===== src/rtl/core_pkg.sv =====
// Shared PIC16F core constants: instruction-sequencer state encoding,
// interrupt vector address and the last Q phase of an instruction cycle.
package core_pkg;

  localparam logic [1:0]  SEQ_RUN         = 2'd0;
  localparam logic [1:0]  SEQ_FLUSH       = 2'd1;
  localparam logic [1:0]  SEQ_SLEEP       = 2'd2;

  localparam logic [13:0] IRQ_VECTOR_ADDR = 14'h004;

  localparam logic [1:0]  Q_LAST          = 2'd3;

endpackage : core_pkg


===== src/rtl/q_phase_counter.sv =====
// Two-bit Q-phase counter. It wraps mod 4, and it can be held or synchronously cleared.
module q_phase_counter (
  input  logic       clk,
  input  logic       rst,
  input  logic       clear,
  input  logic       hold,
  output logic [1:0] q
);

  logic [1:0] q_r;

  // Q phase register; clear wins over hold
  always_ff @(posedge clk) begin
    if (rst) begin
      q_r <= 2'd0;
    end else if (clear) begin
      q_r <= 2'd0;
    end else if (!hold) begin
      q_r <= q_r + 2'd1;
    end else begin
      q_r <= q_r;
    end
  end

  assign q = q_r;

endmodule : q_phase_counter


===== src/rtl/instr_cycle_sequencer.sv =====
// Instruction-cycle scheduler: owns the Q counter and picks execute vs forced NOP
// at each boundary. Branch, skip, SLEEP and interrupt entry are resolved here.
module instr_cycle_sequencer
  import core_pkg::*;
#(
  parameter bit IRQ_VECTOR_EN = 1'b1
) (
  input  logic       clk,
  input  logic       rst,
  input  logic       branch_req,
  input  logic       skip_req,
  input  logic       sleep_req,
  input  logic       irq,
  input  logic       gie,
  output logic [1:0] q_count,
  output logic       exec_valid,
  output logic       instr_rd_en,
  output logic       instr_flush,
  output logic       pc_incr_en,
  output logic       pc_j_en,
  output logic       pc_vec_en,
  output logic       pc_push_en,
  output logic       gie_clr,
  output logic       sleeping
);

  logic [1:0] state_r;
  logic [1:0] next_state_s;
  logic [1:0] q_s;
  logic       boundary_s;
  logic       wake_s;
  logic       irq_take_s;

  // Pulses are suppressed while reset is asserted, so a reset clock never fetches or moves the PC.
  assign boundary_s = (q_s == Q_LAST) && !rst;
  assign wake_s     = (state_r == SEQ_SLEEP) && irq;
  assign irq_take_s = irq && gie && IRQ_VECTOR_EN;

  q_phase_counter u_q_phase_counter (
    .clk   (clk),
    .rst   (rst),
    .clear (wake_s),
    .hold  (state_r == SEQ_SLEEP),
    .q     (q_s)
  );

  // Boundary decision and next-state selection
  always_comb begin
    next_state_s = state_r;
    instr_rd_en  = 1'b0;
    instr_flush  = 1'b0;
    pc_incr_en   = 1'b0;
    pc_j_en      = 1'b0;
    pc_vec_en    = 1'b0;
    pc_push_en   = 1'b0;
    gie_clr      = 1'b0;
    case (state_r)
      SEQ_RUN: begin
        if (boundary_s) begin
          instr_rd_en = 1'b1;
          if (branch_req) begin
            pc_j_en      = 1'b1;
            instr_flush  = 1'b1;
            next_state_s = SEQ_FLUSH;
          end else if (skip_req) begin
            pc_incr_en   = 1'b1;
            instr_flush  = 1'b1;
            next_state_s = SEQ_FLUSH;
          end else if (sleep_req) begin
            pc_incr_en   = 1'b1;
            next_state_s = SEQ_SLEEP;
          end else if (irq_take_s) begin
            // No increment, so the pushed PC still addresses the discarded prefetch
            pc_push_en   = 1'b1;
            pc_vec_en    = 1'b1;
            gie_clr      = 1'b1;
            instr_flush  = 1'b1;
            next_state_s = SEQ_FLUSH;
          end else begin
            pc_incr_en   = 1'b1;
            next_state_s = SEQ_RUN;
          end
        end else begin
          next_state_s = SEQ_RUN;
        end
      end
      SEQ_FLUSH: begin
        if (boundary_s) begin
          instr_rd_en  = 1'b1;
          pc_incr_en   = 1'b1;
          next_state_s = SEQ_RUN;
        end else begin
          next_state_s = SEQ_FLUSH;
        end
      end
      SEQ_SLEEP: begin
        if (irq) begin
          next_state_s = SEQ_RUN;
        end else begin
          next_state_s = SEQ_SLEEP;
        end
      end
      default: begin
        next_state_s = SEQ_FLUSH;
      end
    endcase
  end

  // Sequencer state register
  always_ff @(posedge clk) begin
    if (rst) begin
      state_r <= SEQ_FLUSH;
    end else begin
      state_r <= next_state_s;
    end
  end

  assign q_count    = q_s;
  assign exec_valid = (state_r == SEQ_RUN);
  assign sleeping   = (state_r == SEQ_SLEEP);

endmodule : instr_cycle_sequencer


===== config.mk =====
export PLATFORM = sky130hd
export DESIGN_NAME = instr_cycle_sequencer
export DESIGN_NICKNAME = d
export VERILOG_FILES = /design/src/rtl/core_pkg.sv /design/src/rtl/q_phase_counter.sv /design/src/rtl/instr_cycle_sequencer.sv
export SDC_FILE = /design/constraint.sdc
export NUM_CORES = 1
export LEC_CHECK = 0
export BUFFER_PORTS_ARGS = -buffer_cell sky130_fd_sc_hd__buf_4
export CAP_MARGIN = 25
export CORE_AREA = 8 8 45 47
export DETAILED_ROUTE_END_ITERATION = 10
export DIE_AREA = 0 0 53 55
export GPL_ROUTABILITY_DRIVEN = 0
export PLACE_DENSITY = 0.55
export SYNTH_ARGS = -nofsm -noshare
export SYNTH_HDL_FRONTEND = slang
export SYNTH_HIERARCHICAL = 1
export SYNTH_SLANG_ARGS = --single-unit
export TNS_END_PERCENT = 5

===== constraint.sdc =====
create_clock -name clk -period 1.35 [get_ports clk]
set_input_delay 0.27 -clock clk [delete_from_list [all_inputs] [get_ports clk]]
set_output_delay 0.27 -clock clk [all_outputs]
set_load 0.02 [all_outputs]

* Word-level counts from Yosys, hierarchy flattened
Cells that the tools add are included.
Word-level totals: bits in registers 4, input bits 7, output and inout bits 11, word-level logic and storage cells 42
Cells by class: add/sub/neg operators 1, equality and inequality tests 3, muxes and demuxes 29, reduce and logical (&&, ||, !) cells 7
Operator list (count):
- $mux 1 | 22
- $mux 2 | 5
- $pmux 2 s3 | 1
- $eq 2x2->1 const B | 2
- $reduce_or 2->1 | 2
- $logic_and 1x1->1 | 3
- $add 2x1->2 const B | 1
- $eq 2x1->1 const B | 1
- $logic_not 2->1 | 1
- $pmux 1 s2 | 1
- $logic_not 1->1 | 1

* Depth between registers and ports, before layout
depth in word-level cells 7, gate-level depth with buffers 4, gate-level depth less buffers 4

* Cells and area by module
Netlist, hierarchy kept.
Modules (own cells, without submodules):
- instr_cycle_sequencer | instances 1, cells each 23, area an instance 198.9 µm², sequential area each 40.0 µm²
- q_phase_counter | instances 1, cells each 7, area an instance 93.8 µm², sequential area each 40.0 µm²

* Worst setup path before layout
No wires, ideal clock.
kind register to output, from register u_q_phase_counter.q_r[1] (netlist: u_q_phase_counter/q[1]), to output port pc_push_en, arrival time 2.024 ns, required time 1.080 ns, setup slack -0.944 ns, stages on the path, launching flop included 5, path buffers 1, path through dfxtp_1 > nand3b_4 > or3_1 > nor4_1 > buf_4
On the way: word-level cells in the longest chain between the ends 4
Ends and longest elaborated chain:
- from (decl) | RTL line q_phase_counter.sv:10 | logic [1:0] q_r;
- from (signal assigned) | RTL line q_phase_counter.sv:19 | q_r <= q_r + 2'd1;
- from (signal assigned) | RTL line q_phase_counter.sv:21 | q_r <= q_r;
- $eq 2x2->1 | RTL line instr_cycle_sequencer.sv:35 | assign boundary_s = (q_s == Q_LAST) && !rst;
- $logic_and 1x1->1 | RTL line instr_cycle_sequencer.sv:35
- $mux 1 (2 in a row)
- to (decl) | RTL line instr_cycle_sequencer.sv:22 | output logic pc_push_en,
Every way passes these cells.

* Final worst setup path
from register state_r[1], to output port pc_push_en
On the way: word-level cells in the longest chain between the ends 2
Ends and longest elaborated chain:
- from (decl) | RTL line instr_cycle_sequencer.sv:27 | logic [1:0] state_r;
- from (signal assigned) | RTL line instr_cycle_sequencer.sv:114 | state_r <= next_state_s;
- $logic_not 2->1 | RTL line instr_cycle_sequencer.sv:57 | case (state_r)
- $mux 1 | RTL line instr_cycle_sequencer.sv:57
Every way passes these cells.

==> results.md <==
* # diodes at 0
* Average cell area after synthesis at 9.76 um^2
* Min-Delay Endpoint: u_q_phase_counter/q[1]
* Sequential-to-total area share from yosys stat at 0.274
* Power per cell area at 732 nW/um^2
* IO Count at 18
* Worst-case vdd ir drop at 0.394 mV
* Slew margin rel. at 0.696
* Syn nets at 37
* Fin crit share at 1.27
* Antenna Nets Post-Route at 0
* Vias per inst at 4.47
* Fin cells at 73
* Post-CTS setup buffer count at 0
* Max Cap Violations at 0
* Die Wd at 53 um
* Starting DRT DRC Count at 3
* Outcome: finished with violations
* Clk sink count at 4
* CORE AREA at 1380 um^2
* Most frequent cells in the layout: buf_4 (22), clkbuf_4 (3), buf_6 (3)
* Reg clk slew, reported paths at 50 ps
* Cell count after placement at 69
* CTS Buffer Depth at 2
* Hold WC Path Type: primary input to flip-flop
* Area Growth Syn to Fin at 94.4%
* End of the worst register-to-register path: state_r[1]
* Flops & latches, synth at 4
* Critical Path RT at 1080 ps
* Post-Syn Area at 293 um^2
* Hpwl dp at around 700 um
* RSZ-0062 raised after global routing: true
* Actual slew at the worst max-slew pin at 455 ps
* Initial Util at 0.212
* CTS buffer count at 3
* Slew Viols, Final at 0
* # setup viols final at 9
* WHS Path Cells at 3
* # hold bufs at CTS at 0
* Setup ws final at -363 ps
* H-tree lvl count at 1
* CTS root buf: clkbuf_4
* R2R depth at 4
* Vias at 326
* Clock Latency Late Sink at 260 ps
* Final core occ at 0.411
* Fill cells at 155
* Arr. time, crit path at 1440 ps
* Number of global-route vias before repair at ~340
* All-Layer GR Usage at 0.0705
* Min Tclk post-route at 1710 ps
* DRC Markers at 0
* Fraction of layout cells with a size suffix above 1 at 0.772
* Synth warn at 6
* Overflow left after global routing at 0
* Drt first pass iters at 3
* Element type at the critical path start: flip-flop
* Crit path kind: flip-flop to primary output
* Routed len/inst at 12.3 um
* Final wirelength at 895 um
* Flop2flop setup slack at -10 ps
* Yosys cell types at 23
* Failing checks: setup timing
* Fmax at 584 MHz
* CTS tree: yes
* Final setup skew at 13.6 ps
* Final hold violation count at 0
* Crit. End Element: primary output
* Initial antenna violation count at 0
* Pin count of the biggest net entering global routing at 8
* Total power at ~0.42 mW
* Leak at 0.260 nW
* Row cnt at 14
* Worst-path maximum fanout at 4
* Mapped Cells at 30
* Die Footprint at around 3000 um^2
* Hold Startpoint: rst
* Layout Nets at 65
* Most common cell after layout, fill and taps aside: buf_4
* First-pass GRT wire length at 1420 um
* FF-to-FF Start: state_r[1]
* Die Y at 55 um
* # port buffers at 17
## how the worst max path moves through the flow
| stage | start | end | slack (ps) | depth (start not counted) |
|---|---|---|---|---|
| CTS | state_r[1] | pc_push_en | -370 | 4 |
| detailed placement | state_r[1] | pc_push_en | -240 | 4 |
| global route | state_r[1] | pc_vec_en | -440 | 4 |
| global placement | state_r[1] | pc_vec_en | -230 | 4 |
| finish | state_r[1] | pc_push_en | -360 | 4 |
| floorplan | u_q_phase_counter/q[0] | pc_push_en | -430 | 4 |
## state kept, by name (all words and copies together), names as in the netlist
signal and cells:
state_r 2, u_q_phase_counter/q 2
## critical path: stages, from the launching register on
cell      delay (ps)
dfxtp_2          320
nand3b_4         150
or3_4            350
nor4_4           190
buf_4            190
## through the flow
step	hold slack (ps)	TNS, ps	area, um^2	setup WS [ps]
floorplan	332	-1270	320	-431
global placement	553	-908	513	-228
detailed placement	559	-972	513	-242
CTS	332	-2150	558	-373
global route	325	-2650	569	-436
finish	337	-2060	569	-363
## where the power goes
| group | total (mW) | internal [mW] | switching [mW] |
|---|---|---|---|
| combinational | 0.106 | 0.0559 | 0.0498 |
| sequential | 0.133 | 0.126 | 0.00669 |
| clock | 0.178 | 0.112 | 0.0665 |
## cell usage after synthesis
master,instances,area [um^2]
buf_4,2,15.0
nand2b_1,1,6.26
nor3b_1,1,7.51
nand3b_4,1,20.0
dfxtp_1,4,80.1
inv_1,1,3.75
nor2_1,4,15.0
a21oi_1,1,5.00
nor4_1,1,6.26
and2b_2,1,8.76
nor2b_4,1,13.8
nor2b_2,1,8.76
or4b_4,1,13.8
nor4_2,1,12.5
nor3_2,1,10.0
or2b_1,1,7.51
a211oi_2,1,12.5
nand3b_1,1,7.51
o31ai_1,1,7.51
or3_1,1,6.26
o311a_1,1,10.0
xnor2_1,1,8.76
and2_1,1,6.26
## layer usage
metal,GRT usage,vias to the layer above,share of wire
met5,0,-,0
met3,0.0508,2,0.091
met1,0.0699,151,0.39
met4,0.0517,0,0.016
met2,0.102,12,0.50
li1,-,161,-
## cell type report
class                   count  area [um^2]  area share
multi-input cells          23          231       0.407
repair buffers             25          199       0.349
flip-flops and latches      4         88.8       0.156
clock buffers               4         26.3      0.0462
well taps                  16         20.0      0.0352
inverters                   1         3.75     0.00659
## kinds of logic after synthesis
kind of cell,count (synthesis),synth area share
xor+xnor,1,0.0299
compound gates,4,0.120
flops,4,0.274
buf+inv,3,0.0641
simple gates,18,0.513
## repair_timing
item	4_1_cts	5_1_grt
resized for setup	6	3
pin swaps	2	0
hold endpoints to repair	0	0
setup endpoints to repair	9	9
Power figures use the tool's default switching activity.
